--- config.mk ---
export PLATFORM = sky130hd
export DESIGN_NAME = dilithium_core_arbiter_flat
export DESIGN_NICKNAME = d
export VERILOG_FILES = /design/src/rtl/dilithium_core_arbiter_if.sv /design/src/rtl/dilithium_core_arbiter.sv /design/src/flat_wrapper.sv
export SDC_FILE = /design/constraint.sdc
export NUM_CORES = 1
export LEC_CHECK = 0
export BUFFER_PORTS_ARGS = -buffer_cell sky130_fd_sc_hd__buf_4
export CAP_MARGIN = 10
export CORE_AREA = 2 2 141 143
export CTS_CLUSTER_SIZE = 10
export DETAILED_ROUTE_END_ITERATION = 12
export DIE_AREA = 0 0 143 145
export PLACE_DENSITY_LB_ADDON = 0.25
export REMOVE_ABC_BUFFERS = 1
export SETUP_SLACK_MARGIN = 0.5
export SKIP_LAST_GASP = 1
export SYNTH_ARGS = -nofsm -noshare
export SYNTH_HDL_FRONTEND = slang
export SYNTH_SLANG_ARGS = --single-unit
--- constraint.sdc ---
create_clock -name i_clk -period 3.05 [get_ports i_clk]
set_clock_uncertainty 0.15 [all_clocks]
set_input_delay 0.1525 -clock i_clk [delete_from_list [all_inputs] [get_ports i_clk]]
set_output_delay 0.1525 -clock i_clk [all_outputs]
set_load 0.02 [all_outputs]
--- src/rtl/dilithium_core_arbiter_if.sv ---
// ---------------------------------------------------------------------------
// dilithium_core_arbiter_if
// Bundles every handshake/bus signal between the two requesters, the shared
// Dilithium core and the arbiter.
//   slave  : arbiter view (requester-side and core-side inputs in, routed
//            strobes/data, grant, done, err, core_start/abort and busy out)
//   master : environment view (requesters plus core, the reverse direction)
// Requester-indexed vectors use bit i / slice i for requester i.
// ---------------------------------------------------------------------------
interface dilithium_core_arbiter_if #(
  parameter int DATA_W = 64
);
  // requester command side
  logic [1:0]          req;
  logic [3:0]          req_mode;
  logic [5:0]          req_sec_lvl;
  logic [1:0]          grant;
  logic [1:0]          done;
  logic [1:0]          err;
  // requester streams
  logic [1:0]          s_valid;
  logic [1:0]          s_ready;
  logic [2*DATA_W-1:0] s_data;
  logic [1:0]          m_valid;
  logic [1:0]          m_ready;
  logic [DATA_W-1:0]   m_data;
  logic [1:0]          m_last;
  // core side
  logic                core_start;
  logic [1:0]          core_mode;
  logic [2:0]          core_sec_lvl;
  logic                core_valid_i;
  logic                core_ready_i;
  logic [DATA_W-1:0]   core_data_i;
  logic                core_valid_o;
  logic                core_ready_o;
  logic [DATA_W-1:0]   core_data_o;
  logic                core_last;
  logic                core_abort;
  logic                busy;

  modport slave (
    input  req, req_mode, req_sec_lvl, s_valid, s_data, m_ready,
           core_ready_i, core_valid_o, core_data_o, core_last,
    output grant, done, err, s_ready, m_valid, m_data, m_last,
           core_start, core_mode, core_sec_lvl, core_valid_i, core_data_i,
           core_ready_o, core_abort, busy
  );

  modport master (
    output req, req_mode, req_sec_lvl, s_valid, s_data, m_ready,
           core_ready_i, core_valid_o, core_data_o, core_last,
    input  grant, done, err, s_ready, m_valid, m_data, m_last,
           core_start, core_mode, core_sec_lvl, core_valid_i, core_data_i,
           core_ready_o, core_abort, busy
  );
endinterface

--- src/rtl/dilithium_core_arbiter.sv ---
// ---------------------------------------------------------------------------
// dilithium_core_arbiter
// Shares one Dilithium core between two requesters. Owner selection is
// round-robin on ties, the command is latched and checked, the core gets a
// one-cycle start, both streams are routed to/from the owner while running,
// and the core is released after the owner takes the last output beat.
// A watchdog aborts jobs that make no stream progress for WDOG_LIMIT cycles.
// Ports:
//   i_clk  : clock
//   i_rst  : asynchronous, active-low reset
//   arb    : dilithium_core_arbiter_if.slave (requester + core signals)
// Control outputs are flops loaded from the next state, so they line up
// exactly with the state they describe; the stream routing in RUN is
// combinational so the owner and the core see each other with no bubble.
// ---------------------------------------------------------------------------
module dilithium_core_arbiter #(
  parameter int DATA_W     = 64,
  parameter int WDOG_W     = 20,
  parameter int WDOG_LIMIT = 1000000
) (
  input  logic                     i_clk,
  input  logic                     i_rst,
  dilithium_core_arbiter_if.slave  arb
);

  typedef enum logic [2:0] {
    ST_IDLE  = 3'd0,
    ST_START = 3'd1,
    ST_RUN   = 3'd2,
    ST_DONE  = 3'd3,
    ST_ABORT = 3'd4
  } state_t;

  // last idle count that is still tolerated before the abort decision
  localparam logic [WDOG_W-1:0] WDOG_LAST = WDOG_W'(WDOG_LIMIT - 1);

  function automatic logic [1:0] f_onehot(input logic owner);
    return owner ? 2'b10 : 2'b01;
  endfunction

  function automatic logic f_cmd_legal(input logic [1:0] mode, input logic [2:0] sec);
    return (mode != 2'd3) && ((sec == 3'd2) || (sec == 3'd3) || (sec == 3'd5));
  endfunction

  state_t            r_state, w_state_nxt;
  logic              r_owner, w_owner_nxt;
  logic              r_rr_last, w_rr_last_nxt;
  logic              r_err_flag, w_err_flag_nxt;
  logic [WDOG_W-1:0] r_wdog, w_wdog_nxt;
  logic              w_latch;
  logic              w_pick;
  logic [1:0]        w_cmd_mode;
  logic [2:0]        w_cmd_sec;
  logic              w_in_hs, w_out_hs;

  logic [1:0]        r_core_mode;
  logic [2:0]        r_core_sec_lvl;
  logic [1:0]        r_grant, w_grant_nxt;
  logic [1:0]        r_done, w_done_nxt;
  logic [1:0]        r_err, w_err_nxt;
  logic              r_core_start, w_start_nxt;
  logic              r_core_abort, w_abort_nxt;
  logic              r_busy, w_busy_nxt;
  logic [1:0]        w_oh_nxt;

  logic              w_core_valid_i;
  logic [DATA_W-1:0] w_core_data_i;
  logic              w_core_ready_o;
  logic [1:0]        w_s_ready, w_m_valid, w_m_last;

  // Owner candidate in IDLE: a lone requester wins, a tie goes to the one not served last.
  always_comb begin
    w_pick = r_owner;
    case (arb.req)
      2'b01:   w_pick = 1'b0;
      2'b10:   w_pick = 1'b1;
      2'b11:   w_pick = ~r_rr_last;
      default: w_pick = r_owner;
    endcase
    w_cmd_mode = w_pick ? arb.req_mode[3:2]    : arb.req_mode[1:0];
    w_cmd_sec  = w_pick ? arb.req_sec_lvl[5:3] : arb.req_sec_lvl[2:0];
  end

  assign w_in_hs  = (r_state == ST_RUN) & arb.s_valid[r_owner] & arb.core_ready_i;
  assign w_out_hs = (r_state == ST_RUN) & arb.core_valid_o & arb.m_ready[r_owner];

  // Next-state, owner, error flag and watchdog decisions.
  always_comb begin
    w_state_nxt    = r_state;
    w_owner_nxt    = r_owner;
    w_rr_last_nxt  = r_rr_last;
    w_err_flag_nxt = r_err_flag;
    w_wdog_nxt     = r_wdog;
    w_latch        = 1'b0;
    case (r_state)
      ST_IDLE: begin
        if (arb.req != 2'b00) begin
          w_owner_nxt = w_pick;
          w_latch     = 1'b1;
          if (f_cmd_legal(w_cmd_mode, w_cmd_sec)) begin
            w_state_nxt    = ST_START;
            w_err_flag_nxt = 1'b0;
          end else begin
            // rejected commands skip the core entirely
            w_state_nxt    = ST_DONE;
            w_err_flag_nxt = 1'b1;
          end
        end else begin
          w_state_nxt = ST_IDLE;
        end
      end
      ST_START: begin
        w_state_nxt = ST_RUN;
        w_wdog_nxt  = '0;
      end
      ST_RUN: begin
        if (w_out_hs && arb.core_last) begin
          w_state_nxt = ST_DONE;
          w_wdog_nxt  = '0;
        end else if (w_in_hs || w_out_hs) begin
          w_wdog_nxt  = '0;
        end else if (r_wdog == WDOG_LAST) begin
          w_state_nxt = ST_ABORT;
          w_wdog_nxt  = '0;
        end else begin
          w_wdog_nxt  = r_wdog + 1'b1;
        end
      end
      ST_ABORT: begin
        w_state_nxt    = ST_DONE;
        w_err_flag_nxt = 1'b1;
      end
      ST_DONE: begin
        w_state_nxt   = ST_IDLE;
        w_rr_last_nxt = r_owner;
      end
      default: begin
        w_state_nxt = ST_IDLE;
      end
    endcase
  end

  // Control outputs derived from the state being entered.
  always_comb begin
    w_oh_nxt    = f_onehot(w_owner_nxt);
    w_grant_nxt = 2'b00;
    w_done_nxt  = 2'b00;
    w_err_nxt   = 2'b00;
    w_start_nxt = 1'b0;
    w_abort_nxt = 1'b0;
    w_busy_nxt  = 1'b1;
    case (w_state_nxt)
      ST_IDLE:  w_busy_nxt = 1'b0;
      ST_START: begin
        w_grant_nxt = w_oh_nxt;
        w_start_nxt = 1'b1;
      end
      ST_RUN:   w_grant_nxt = w_oh_nxt;
      ST_ABORT: begin
        w_grant_nxt = w_oh_nxt;
        w_abort_nxt = 1'b1;
      end
      ST_DONE: begin
        w_grant_nxt = w_oh_nxt;
        w_done_nxt  = w_oh_nxt;
        w_err_nxt   = w_err_flag_nxt ? w_oh_nxt : 2'b00;
      end
      default:  w_busy_nxt = 1'b0;
    endcase
  end

  // State, bookkeeping and registered control outputs.
  always_ff @(posedge i_clk or negedge i_rst) begin
    if (!i_rst) begin
      r_state        <= ST_IDLE;
      r_owner        <= 1'b0;
      r_rr_last      <= 1'b1;
      r_err_flag     <= 1'b0;
      r_wdog         <= '0;
      r_core_mode    <= 2'd0;
      r_core_sec_lvl <= 3'd0;
      r_grant        <= 2'b00;
      r_done         <= 2'b00;
      r_err          <= 2'b00;
      r_core_start   <= 1'b0;
      r_core_abort   <= 1'b0;
      r_busy         <= 1'b0;
    end else begin
      r_state      <= w_state_nxt;
      r_owner      <= w_owner_nxt;
      r_rr_last    <= w_rr_last_nxt;
      r_err_flag   <= w_err_flag_nxt;
      r_wdog       <= w_wdog_nxt;
      if (w_latch) begin
        r_core_mode    <= w_cmd_mode;
        r_core_sec_lvl <= w_cmd_sec;
      end
      r_grant      <= w_grant_nxt;
      r_done       <= w_done_nxt;
      r_err        <= w_err_nxt;
      r_core_start <= w_start_nxt;
      r_core_abort <= w_abort_nxt;
      r_busy       <= w_busy_nxt;
    end
  end

  // Stream routing: only the owner is connected, and only while RUN.
  always_comb begin
    w_core_valid_i = 1'b0;
    w_core_data_i  = '0;
    w_core_ready_o = 1'b0;
    w_s_ready      = 2'b00;
    w_m_valid      = 2'b00;
    w_m_last       = 2'b00;
    if (r_state == ST_RUN) begin
      w_core_valid_i       = arb.s_valid[r_owner];
      w_core_data_i        = r_owner ? arb.s_data[2*DATA_W-1:DATA_W] : arb.s_data[DATA_W-1:0];
      w_core_ready_o       = arb.m_ready[r_owner];
      w_s_ready[r_owner]   = arb.core_ready_i;
      w_m_valid[r_owner]   = arb.core_valid_o;
      w_m_last[r_owner]    = arb.core_last & arb.core_valid_o;
    end else begin
      w_core_valid_i = 1'b0;
    end
  end

  assign arb.core_valid_i = w_core_valid_i;
  assign arb.core_data_i  = w_core_data_i;
  assign arb.core_ready_o = w_core_ready_o;
  assign arb.s_ready      = w_s_ready;
  assign arb.m_valid      = w_m_valid;
  assign arb.m_last       = w_m_last;
  assign arb.m_data       = arb.core_data_o;
  assign arb.core_mode    = r_core_mode;
  assign arb.core_sec_lvl = r_core_sec_lvl;
  assign arb.grant        = r_grant;
  assign arb.done         = r_done;
  assign arb.err          = r_err;
  assign arb.core_start   = r_core_start;
  assign arb.core_abort   = r_core_abort;
  assign arb.busy         = r_busy;

endmodule
--- src/flat_wrapper.sv ---
// flat-port wrapper written by rule: the top's interface ports become plain ports
module dilithium_core_arbiter_flat 
#(
  parameter int DATA_W     = 64,
  parameter int WDOG_W     = 20,
  parameter int WDOG_LIMIT = 1000000
)
  (i_clk, i_rst, arb_req, arb_req_mode, arb_req_sec_lvl, arb_s_valid, arb_s_data, arb_m_ready, arb_core_ready_i, arb_core_valid_o, arb_core_data_o, arb_core_last, arb_grant, arb_done, arb_err, arb_s_ready, arb_m_valid, arb_m_data, arb_m_last, arb_core_start, arb_core_mode, arb_core_sec_lvl, arb_core_valid_i, arb_core_data_i, arb_core_ready_o, arb_core_abort, arb_busy);
  dilithium_core_arbiter_if #(.DATA_W(DATA_W)) arb_i ();
  input  logic i_clk;
  input  logic i_rst;
  input wire logic [$bits(arb_i.req)-1:0] arb_req;
  input wire logic [$bits(arb_i.req_mode)-1:0] arb_req_mode;
  input wire logic [$bits(arb_i.req_sec_lvl)-1:0] arb_req_sec_lvl;
  input wire logic [$bits(arb_i.s_valid)-1:0] arb_s_valid;
  input wire logic [$bits(arb_i.s_data)-1:0] arb_s_data;
  input wire logic [$bits(arb_i.m_ready)-1:0] arb_m_ready;
  input wire logic [$bits(arb_i.core_ready_i)-1:0] arb_core_ready_i;
  input wire logic [$bits(arb_i.core_valid_o)-1:0] arb_core_valid_o;
  input wire logic [$bits(arb_i.core_data_o)-1:0] arb_core_data_o;
  input wire logic [$bits(arb_i.core_last)-1:0] arb_core_last;
  output wire logic [$bits(arb_i.grant)-1:0] arb_grant;
  output wire logic [$bits(arb_i.done)-1:0] arb_done;
  output wire logic [$bits(arb_i.err)-1:0] arb_err;
  output wire logic [$bits(arb_i.s_ready)-1:0] arb_s_ready;
  output wire logic [$bits(arb_i.m_valid)-1:0] arb_m_valid;
  output wire logic [$bits(arb_i.m_data)-1:0] arb_m_data;
  output wire logic [$bits(arb_i.m_last)-1:0] arb_m_last;
  output wire logic [$bits(arb_i.core_start)-1:0] arb_core_start;
  output wire logic [$bits(arb_i.core_mode)-1:0] arb_core_mode;
  output wire logic [$bits(arb_i.core_sec_lvl)-1:0] arb_core_sec_lvl;
  output wire logic [$bits(arb_i.core_valid_i)-1:0] arb_core_valid_i;
  output wire logic [$bits(arb_i.core_data_i)-1:0] arb_core_data_i;
  output wire logic [$bits(arb_i.core_ready_o)-1:0] arb_core_ready_o;
  output wire logic [$bits(arb_i.core_abort)-1:0] arb_core_abort;
  output wire logic [$bits(arb_i.busy)-1:0] arb_busy;
  assign arb_i.req = arb_req;
  assign arb_i.req_mode = arb_req_mode;
  assign arb_i.req_sec_lvl = arb_req_sec_lvl;
  assign arb_i.s_valid = arb_s_valid;
  assign arb_i.s_data = arb_s_data;
  assign arb_i.m_ready = arb_m_ready;
  assign arb_i.core_ready_i = arb_core_ready_i;
  assign arb_i.core_valid_o = arb_core_valid_o;
  assign arb_i.core_data_o = arb_core_data_o;
  assign arb_i.core_last = arb_core_last;
  assign arb_grant = arb_i.grant;
  assign arb_done = arb_i.done;
  assign arb_err = arb_i.err;
  assign arb_s_ready = arb_i.s_ready;
  assign arb_m_valid = arb_i.m_valid;
  assign arb_m_data = arb_i.m_data;
  assign arb_m_last = arb_i.m_last;
  assign arb_core_start = arb_i.core_start;
  assign arb_core_mode = arb_i.core_mode;
  assign arb_core_sec_lvl = arb_i.core_sec_lvl;
  assign arb_core_valid_i = arb_i.core_valid_i;
  assign arb_core_data_i = arb_i.core_data_i;
  assign arb_core_ready_o = arb_i.core_ready_o;
  assign arb_core_abort = arb_i.core_abort;
  assign arb_busy = arb_i.busy;
  dilithium_core_arbiter #(.DATA_W(DATA_W), .WDOG_W(WDOG_W), .WDOG_LIMIT(WDOG_LIMIT)) u_core (.i_clk(i_clk), .i_rst(i_rst), .arb(arb_i));
endmodule
==> run_results.csv, run 1 <==
group,metric,value,unit
outcome,status,"finished clean",
clock_network,cts_tree,"built",
sta,max-slew-margin-rel,55.5,%
place,place_area,5090,um2
critical_path,crit_path_end_kind,"register",
logic_synthesis,synthSimpleGateAreaFrac,23.2,%
power,power_frac_clock,10.5,%
floorplan,initial_core_util,18.4,%
logic_synthesis,synth-xor-area-share,3.96,%
logic_synthesis,synth-compound-area-share,6.71,%
sta,max_freq,408,MHz
finish,nNetsFinal,811,
logic_synthesis,synth_fa_ha_area_share,0.353,%
logic_synthesis,yosysTopAreaCell,"dfrtp_1",
place,dp_hpwl,17100,um
finish,synthToLayoutAreaGrowth,50.3,%
logic_synthesis,yosysWarnings,0,
floorplan,design.die.area,20700,um2
critical_path,r2r-start,"u_core.r_wdog[6]",
finish,fin_area,5330,um2
clock_network,cts.sinks,40,
floorplan,die_w,143,um
floorplan,placementRows,51,
sta,slew_violations,0,
sta,finalCritPeriodShare,80.4,%
clock_network,clkTransAtPathRegs,60,ps
logic_synthesis,synth_top_area_share,27.6,%
clock_network,numCtsBuffers,5,
critical_path,path_class,"register to register",
min_path,worstHoldPathCells,3,
grt,first_global_vias,3867,
logic_synthesis,synth_top_family_by_area,"simple AND/OR/NAND/NOR gates",
critical_path,r2r_slack,600,ps
logic_synthesis,synthTopCellsByArea,"dfrtp_1, mux2i_1, buf_4",
logic_synthesis,syn-cell-area,3540,um2
logic_synthesis,synthFlopType,"dfrtp_1",
min_path,hold_class,"input pin to register",
floorplan,pin_count,363,
power,switching_share,49.8,%
sta,setup_viol,0,
sta,fin_ws,597,ps
min_path,hold_end,"u_core.arb.core_sec_lvl[0]",
floorplan,die_y,145,um
sta,rsz0062_at_grt,"false",
logic_synthesis,synth.area.mux_share,20.1,%
critical_path,worst_ep_arrival_time,2480,ps
routing,drc,0,
logic_synthesis,synthCells,429,
clock_network,htree_num_levels,2,
flow_run,maxCapViolCount,0,
power,p_per_area,911,nW/um2
power,p_comb_share,73.0,%
place,routabilityCongestion,0.859,
power,ir_drop,488,uV
critical_path,worstRegToRegCells,7,
grt,grt_use_total,18.8,%
place,dp_slack,577,ps
logic_synthesis,synth_seq_area_share,28.3,%
finish,antenna_cells,0,
power,p_int,2440,uW
routing,via_count,3810,
grt,grt-ovfl-total,0,
logic_synthesis,post_synth_num_cell_types,50,
logic_synthesis,ys_seq_elements,40,
critical_path,cp_data_required_time,3080,ps
routing,postRouteAntennaNets,0,
finish,mostFrequentLayoutCells,"buf_4, nor2_1, mux2i_1",
floorplan,core_area,19200,um2
critical_path,reg2reg_to,"u_core.r_wdog[6]",
finish,final_common_cell,"buf_4",
clock_network,cts_root_buf,"clkbuf_16",
routing,drt_first_pass_iters,5,
routing,routed_wl,20400,um
sta,min_period,2450,ps
grt,grt_pass1_wl,27600,um
clock_network,clock_latency,280,ps
clock_network,clock_path_buffers,2,
power,pwr-share-seq,16.5,%
logic_synthesis,syn_avg_cell_area,8.26,um2
power,power_leakage,0.00271,uW
sta,finalHoldViolCount,0,
grt,grt_max_degree,69,
finish,fill_cells,2088,
finish,drive_gt1_share,46.7,%
logic_synthesis,synth-edff-count,0,
min_path,hp-start,"arb_req_sec_lvl[3]",
power,p_sw,2410,uW
grt,antenna_found_initial,0,
routing,drt_iter0_drc,253,
routing,routedWlPerCell,23.7,um
sta,worstMarginPinSlew,650,ps
critical_path,cp_max_fo,7,
routing,viasPerCell,4.42,
place,port_buffers,234,
logic_synthesis,async_flop_share,100,%
critical_path,cp-start-kind,"register",
## metrics by stage
step	cells	hold slack [ps]	utilization, %	total power [uW]	setup TNS, ps
2_1_floorplan	341	-293	-	2800	-35800
3_3_place_gp	844	15.6	26.5	4170	0
3_5_place_dp	844	20.3	26.5	4160	0
4_1_cts	852	33.9	27.2	4690	0
5_1_grt	862	67.0	27.7	5140	0
6_report	862	36.1	27.7	4850	0
## repair_timing
action                     in CTS  in global routing
hold buffers                    1                  0
gates cloned                    0                  1
hold endpoints to repair       39                  0
resized for setup               1                  3
setup endpoints to repair       1                 11
setup buffers                   0                  8
pin swaps                       0                  1
## worst max-delay path by stage
stage / from / endpoint / slack, ps / cells after the start
after floorplan: u_core.r_owner / u_core.r_wdog[15] / -850 / 5
after global placement: u_core.r_wdog[6] / u_core.r_wdog[15] / 590 / 6
after detailed placement: u_core.r_wdog[6] / u_core.r_wdog[15] / 580 / 6
after CTS: u_core.r_wdog[6] / u_core.r_wdog[15] / 560 / 6
after global routing: u_core.r_wdog[6] / u_core.r_wdog[6] / 500 / 7
final: u_core.r_wdog[6] / u_core.r_wdog[6] / 600 / 7
## cell families (layout without fill, tap and decap cells)
kind of cell,Yosys count,after routing
buffers and inverters,95,262
adders and majority gates,1,1
and+or+nand+nor,172,173
AOI/OAI and AO/OA,34,34
DFF,40,40
muxes,71,71
xor gates and xnor gates,16,16
## metal layers
layer	global-route usage [%]	up-vias	wire length [um]
li1	-	1727	-
met1	24.7	1763	8700
met2	24.5	298	8080
met3	13.3	18	3190
met4	2.87	4	259
met5	8.77	-	202
## power groups by stage
| stage | registers [uW] | clock network [uW] | logic [uW] |
|---|---|---|---|
| 3_5_place_dp | 807 | 0 | 3360 |
| 2_1_floorplan | 1010 | 0 | 1790 |
| 3_3_place_gp | 806 | 0 | 3360 |
| 4_1_cts | 799 | 518 | 3370 |
| 6_report | 799 | 510 | 3540 |
| 5_1_grt | 815 | 542 | 3780 |
## cell usage after synthesis (all sizes together), types with 3 or more instances
master  number
nor3        15
xor2        10
buf         74
dfrtp       39
o22ai        3
inv          7
nand2       26
and3         5
xnor2        6
nand3        6
nor2        95
clkbuf      14
nand4        9
mux2i       71
o21ai       17
## worst max-delay path, stage by stage, from the launching register on
cell and delay [ps]:
dfrtp_1 430, or4_1 540, or4_4 620, nor2_4 120
nor2_4 90, nor2_4 220, buf_4 140, nor2_2 30
## layout make-up
class	count	area [um2]	share of cell area (%)
multi-input combinational	295	1950	36.6
timing repair buffer	248	1880	35.3
sequential	40	1010	18.9
tap	265	332	6.23
clock buffer	6	129	2.42
inverter	7	26.3	0.493
clock inverter	1	5.00	0.0940
## state kept, by name, summed over array words and instances, names as in the netlist
register and count:
u_core.r_wdog 20, u_core.r_state 3, u_core.r_rr_last 1, u_core.r_owner 1
u_core.arb.core_start 1, u_core.arb.core_mode 2, u_core.arb.grant 2, u_core.arb.done 2
u_core.arb.err 2, u_core.r_err_flag 1, u_core.arb.busy 1, u_core.arb.core_abort 1
u_core.arb.core_sec_lvl 3
No activity file was read; power rests on OpenSTA's default activity.
==> run 2, diff against run 1 <==
- ABC_AREA: default -> 1
- CORE_AREA: 2 2 141 143 -> 2 2 139 141
- DIE_AREA: 0 0 143 145 -> 0 0 141 143
- clock period: 3.05 -> 2.5 ns (I/O delays scaled with it)
==> run_results.csv, run 2 <==
group,metric,value,unit
sta,fin_ws,569,ps
logic_synthesis,syn_avg_cell_area,6.44,um2
critical_path,cp_max_fo,17,
critical_path,cp-start-kind,"register",
clock_network,clock_latency,280,ps
grt,grt_pass1_wl,31800,um
routing,viasPerCell,4.60,
logic_synthesis,synthTopCellsByCount,"nand2_1, a21oi_1, buf_4",
flow_run,maxCapViolCount,0,
power,ir_drop,401,uV
clock_network,clock_path_buffers,2,
logic_synthesis,ys_seq_elements,40,
sta,finalHoldViolCount,0,
min_path,hold_class,"input pin to register",
routing,routedWlPerCell,24.8,um
min_path,hp-start,"arb_req_mode[3]",
place,place_area,5170,um2
critical_path,r2r_slack,620,ps
grt,grt_use_total,22.8,%
clock_network,cts_tree,"built",
grt,first_global_vias,4236,
sta,rsz0062_at_grt,"true",
sta,max_freq,518,MHz
logic_synthesis,synth-edff-count,0,
place,port_buffers,234,
finish,fill_cells,2135,
floorplan,initial_core_util,19.6,%
logic_synthesis,syn-cell-area,3630,um2
min_path,worstHoldPathCells,5,
finish,synthToLayoutAreaGrowth,53.1,%
logic_synthesis,synth_fa_ha_area_share,0.344,%
sta,max-slew-margin-rel,66.0,%
clock_network,numCtsBuffers,5,
place,dp_slack,524,ps
critical_path,worst_ep_arrival_time,1660,ps
floorplan,die_w,141,um
floorplan,placementRows,50,
finish,largest-register,"u_core.r_wdog",
logic_synthesis,synthSimpleGateAreaFrac,37.6,%
routing,drt_iter0_drc,301,
logic_synthesis,async_flop_share,100,%
power,p_sw,3060,uW
logic_synthesis,synth_top_area_share,26.9,%
floorplan,pin_count,363,
grt,antenna_found_initial,4,
grt,gr-usage-met1,31.6,%
grt,met3_usage,20.1,%
grt,met2_usage,24.8,%
grt,globalRoute.busiestLayer,"met1",
power,pwr-share-seq,15.7,%
min_path,hold_end,"u_core.arb.core_mode[1]",
logic_synthesis,synth-xor-area-share,0.723,%
logic_synthesis,synth_most_common_cell,"nand2_1",
routing,drc,0,
place,dp_hpwl,19800,um
power,power_leakage,0.00280,uW
critical_path,cpPeakStageDelay,400,ps
logic_synthesis,synth_top_family_by_area,"simple AND/OR/NAND/NOR gates",
clock_network,clkTransAtPathRegs,60,ps
critical_path,worstRegToRegCells,12,
finish,fin_area,5560,um2
routing,routed_wl,24200,um
sta,setup_viol,0,
finish,largest_register_ffs,20,
logic_synthesis,yosysTopAreaCell,"dfrtp_1",
finish,final_common_cell,"buf_4",
sta,finalCritPeriodShare,77.2,%
power,p_comb_share,73.0,%
power,power_frac_clock,11.3,%
sta,slew_violations,0,
critical_path,crit_path_end_kind,"output port",
floorplan,core_area,18600,um2
logic_synthesis,synthFlopType,"dfrtp_1",
clock_network,cts_root_buf,"clkbuf_16",
power,p_int,2760,uW
critical_path,crit_path_cell_trace,"inv_2 > nor2_4 > nand2_8 > buf_6 > a21oi_2 > buf_4",
clock_network,htree_num_levels,2,
sta,min_period,1930,ps
critical_path,critPathSlowestCell,"dfrtp_1",
logic_synthesis,synthCells,564,
routing,via_count,4486,
grt,grt-ovfl-total,0,
critical_path,path_delay_family,"buffers and inverters",
place,routabilityCongestion,0.937,
critical_path,cp_data_required_time,2230,ps
floorplan,die_y,143,um
finish,nNetsFinal,953,
logic_synthesis,synth-compound-area-share,13.7,%
logic_synthesis,synthTopCellsByArea,"dfrtp_1, nand2_1, buf_4",
clock_network,cts.sinks,40,
logic_synthesis,yosysWarnings,0,
critical_path,path_class,"register to output port",
logic_synthesis,synth.area.mux_share,0,%
routing,postRouteAntennaNets,0,
power,p_per_area,1050,nW/um2
critical_path,r2r-start,"u_core.r_state[1]",
critical_path,reg2reg_to,"u_core.r_wdog[9]",
critical_path,crit_buf_inv,3,
floorplan,design.die.area,20200,um2
logic_synthesis,post_synth_num_cell_types,42,
outcome,status,"finished clean",
finish,drive_gt1_share,43.1,%
grt,grt_max_degree,41,
sta,worstMarginPinSlew,509,ps
logic_synthesis,synth_seq_area_share,27.6,%
routing,drt_first_pass_iters,4,
finish,mostFrequentLayoutCells,"buf_4, nand2_1, a21oi_1",
power,switching_share,52.6,%
[run 2: power by group through the flow]
| stage | Sequential (uW) | Combinational, uW | Clock, uW |
|---|---|---|---|
| floorplan | 1120 | 1950 | 0 |
| global placement | 939 | 3900 | 0 |
| detailed placement | 940 | 3880 | 0 |
| CTS | 931 | 4000 | 674 |
| global route | 931 | 4620 | 703 |
| finish | 912 | 4250 | 659 |
[run 2: final cells by class]
cell class | instances | area (um2) | area share, %
Tap cell | 234 | 293 | 5.26
Timing Repair Buffer | 254 | 1960 | 35.2
Inverter | 38 | 160 | 2.88
Clock inverter | 1 | 7.51 | 0.135
Antenna cell | 1 | 2.50 | 0.0450
Clock buffer | 7 | 143 | 2.56
Multi-Input combinational cell | 400 | 2000 | 35.9
Sequential cell | 40 | 1000 | 18.0
[run 2: what timing repair did]
action | in CTS | in global routing
hold buffers | 1 | 0
endpoints found under the setup margin | 48 | 50
gates resized for setup | 12 | 19
gates cloned | 0 | 2
pin swaps | 0 | 9
buffers inserted | 2 | 8
endpoints found under the hold margin | 39 | 0
[run 2: per-layer routing]
layer | part of all wire (%) | wire length [um]
met4 | 0.59 | 144
met3 | 20 | 4820
met5 | 1.3 | 325
met1 | 45 | 11000
met2 | 33 | 7940
[run 2: cells by family after synthesis]
group | after synthesis
and+or+nand+nor | 303
buffers and inverters | 126
AOI/OAI and AO/OA | 91
adders and majority gates | 1
xor gates and xnor gates | 3
DFF | 40
[run 2: how the worst max path moves through the flow]
stage,startpoint,endpoint,cells after the start
final,u_core.r_state[1],arb_core_data_i[8],6
after global routing,u_core.r_state[1],arb_m_last[0],6
after CTS,u_core.r_state[0],arb_core_data_i[56],5
after detailed placement,u_core.r_state[0],u_core.r_wdog[11],10
after global placement,u_core.r_state[1],u_core.r_wdog[11],9
after floorplan,u_core.r_owner,u_core.r_wdog[5],10
[run 2: worst reg2reg max path: stages (launching register included)]
cell and delay (ps):
dfrtp_1 400, inv_2 70, nor2_4 190, buf_4 160
nand2_4 80, inv_2 70, nand3_2 80, nand2_4 100
nor2_2 50, nand2_2 130, nand2_4 100, o21ai_1 120
a31oi_1 60
[run 2: per-stage QoR]
stage	hold WS (ps)	setup TNS [ps]	std cells	util [%]	power, uW
after floorplan	-321	-20010	476	-	3060
after global placement	-8.92	0	953	27.8	4830
after detailed placement	-7.69	0	953	27.8	4820
after CTS	3.23	0	964	29.0	5600
after global routing	20.8	0	974	29.9	6250
final	2.09	0	975	29.9	5820
==> run 3, diff against run 2 <==
- clock period: 2.5 -> 1.8 ns (I/O delays scaled with it)
==> run_results.csv, run 3 (synthesized netlist as in run 2, its figures left out) <==
group,metric,value,unit
finish,largest-register,"u_core.r_wdog",
place,dp_hpwl,20000,um
sta,fin_ws,-74.5,ps
finish,nNetsFinal,998,
critical_path,cp_data_required_time,1560,ps
floorplan,die_w,141,um
finish,synthToLayoutAreaGrowth,95.9,%
routing,routedWlPerCell,25.8,um
grt,first_global_vias,4610,
finish,final_common_cell,"buf_4",
floorplan,pin_count,363,
finish,mostFrequentLayoutCells,"buf_4, nand2_1, buf_6",
critical_path,worstRegToRegCells,11,
routing,drt_first_pass_iters,5,
routing,via_count,4814,
sta,finalCritPeriodShare,104,%
sta,max-slew-margin-rel,63.5,%
clock_network,clock_path_buffers,2,
routing,routed_wl,26200,um
clock_network,numCtsBuffers,5,
grt,antenna_found_initial,5,
routing,drc,0,
grt,grt_max_degree,41,
floorplan,core_area,18600,um2
place,routabilityCongestion,0.856,
clock_network,clkTransAtPathRegs,60,ps
floorplan,initial_core_util,19.6,%
sta,finalHoldViolCount,3,
outcome,status,"complete, but fails checks",
critical_path,worst_ep_arrival_time,1630,ps
routing,viasPerCell,4.72,
routing,postRouteAntennaNets,0,
grt,grt_use_total,24.4,%
floorplan,design.die.area,20200,um2
finish,fin_area,7120,um2
min_path,worstHoldPathCells,5,
finish,largest_register_ffs,20,
clock_network,cts.sinks,40,
finish,drive_gt1_share,59.4,%
critical_path,path_class,"register to output port",
clock_network,clock_latency,290,ps
critical_path,cp-start-kind,"register",
min_path,hold_class,"input pin to register",
sta,rsz0062_at_grt,"true",
clock_network,htree_num_levels,2,
sta,setup_viol,43,
critical_path,crit_path_end_kind,"output port",
power,p_per_area,1580,nW/um2
sta,tns,-1040,ps
floorplan,placementRows,50,
clock_network,cts_root_buf,"clkbuf_16",
grt,grt_pass1_wl,34100,um
grt,grt-ovfl-total,0,
sta,max_freq,533,MHz
power,power_leakage,0.00328,uW
place,dp_slack,-7.23,ps
routing,drt_iter0_drc,300,
outcome,violations,"hold timing, setup timing",
place,place_area,5380,um2
critical_path,cp_max_fo,8,
sta,slew_violations,0,
sta,whs,-25.5,ps
floorplan,die_y,143,um
power,ir_drop,636,uV
sta,min_period,1870,ps
flow_run,maxCapViolCount,0,
place,port_buffers,234,
sta,worstMarginPinSlew,547,ps
clock_network,cts_tree,"built",
power,fin_total_pwr,11200,uW
[run 3: changes by cell type in the layout (fill, tap and decap cells not counted), moves of 9 or more]
cell and delta:
a21oi_1 -55, buf_6 +42, a21oi_4 +29, a21oi_2 +26, buf_4 -18, nand2_1 -18, nand2_4 +13, buf_12 +11
nor2_1 -9
[run 3: repair_timing]
| item | in CTS | in global routing |
|---|---|---|
| setup endpoints to repair | 111 | 112 |
| setup buffers | 18 | 5 |
| hold buffers | 1 | 0 |
| pin swaps | 18 | 26 |
| cloned | 5 | 5 |
| hold endpoints to repair | 42 | 0 |
| gates resized for setup | 135 | 133 |
[run 3: stage by stage]
stage	hold WS, ps	util, %	std cells
4_1_cts	-29.1	34.3	1008
3_5_place_dp	-39.0	28.9	977
2_1_floorplan	-356	-	476
3_3_place_gp	-37.8	28.9	977
6_report	-25.5	38.3	1019
5_1_grt	21.0	38.3	1018
[run 3: critical path: stages, from the launching register on]
cell      delay (ps)
dfrtp_2          490
clkinv_4         130
buf_12           120
buf_12           130
nand2_1          110
a21oi_4          200
buf_4            170
[run 3: layout make-up]
type / count / area (um2)
Sequential cell: 40 / 1000
Clock inverter: 2 / 12.5
Tap cell: 234 / 293
Multi-Input combinational cell: 398 / 2720
Timing Repair Buffer: 300 / 2790
Antenna cell: 1 / 2.50
Fill cell: 1966 / 11500
Inverter: 38 / 158
Clock buffer: 5 / 125
Timing Repair inverter: 1 / 11.3
[run 3: metal layers]
layer / up-vias / track usage (%) / wire length, um
met5: - / 7.77 / 232
met4: 12 / 2.53 / 161
met3: 24 / 22.6 / 5270
met2: 375 / 28.7 / 9320
met1: 2214 / 32.1 / 11300
li1: 2189 / - / -
[run 3: final timing paths]
check                                    from                         end  slack (ps)
max in group asynchronous               i_rst              u_core.r_owner         890
min in group asynchronous               i_rst           u_core.r_wdog[16]         170
setup reg to reg            u_core.r_state[0]            u_core.r_wdog[5]         -50
setup / recovery               u_core.r_owner          arb_core_data_i[8]         -70
hold / removal             arb_req_sec_lvl[3]  u_core.arb.core_sec_lvl[0]         -30
hold reg to reg              u_core.r_rr_last            u_core.r_rr_last         340
[run 3: power breakdown]
part	internal [uW]	switching [uW]
sequential	1120	157
clock	504	366
combinational	4030	5040
total	5660	5570
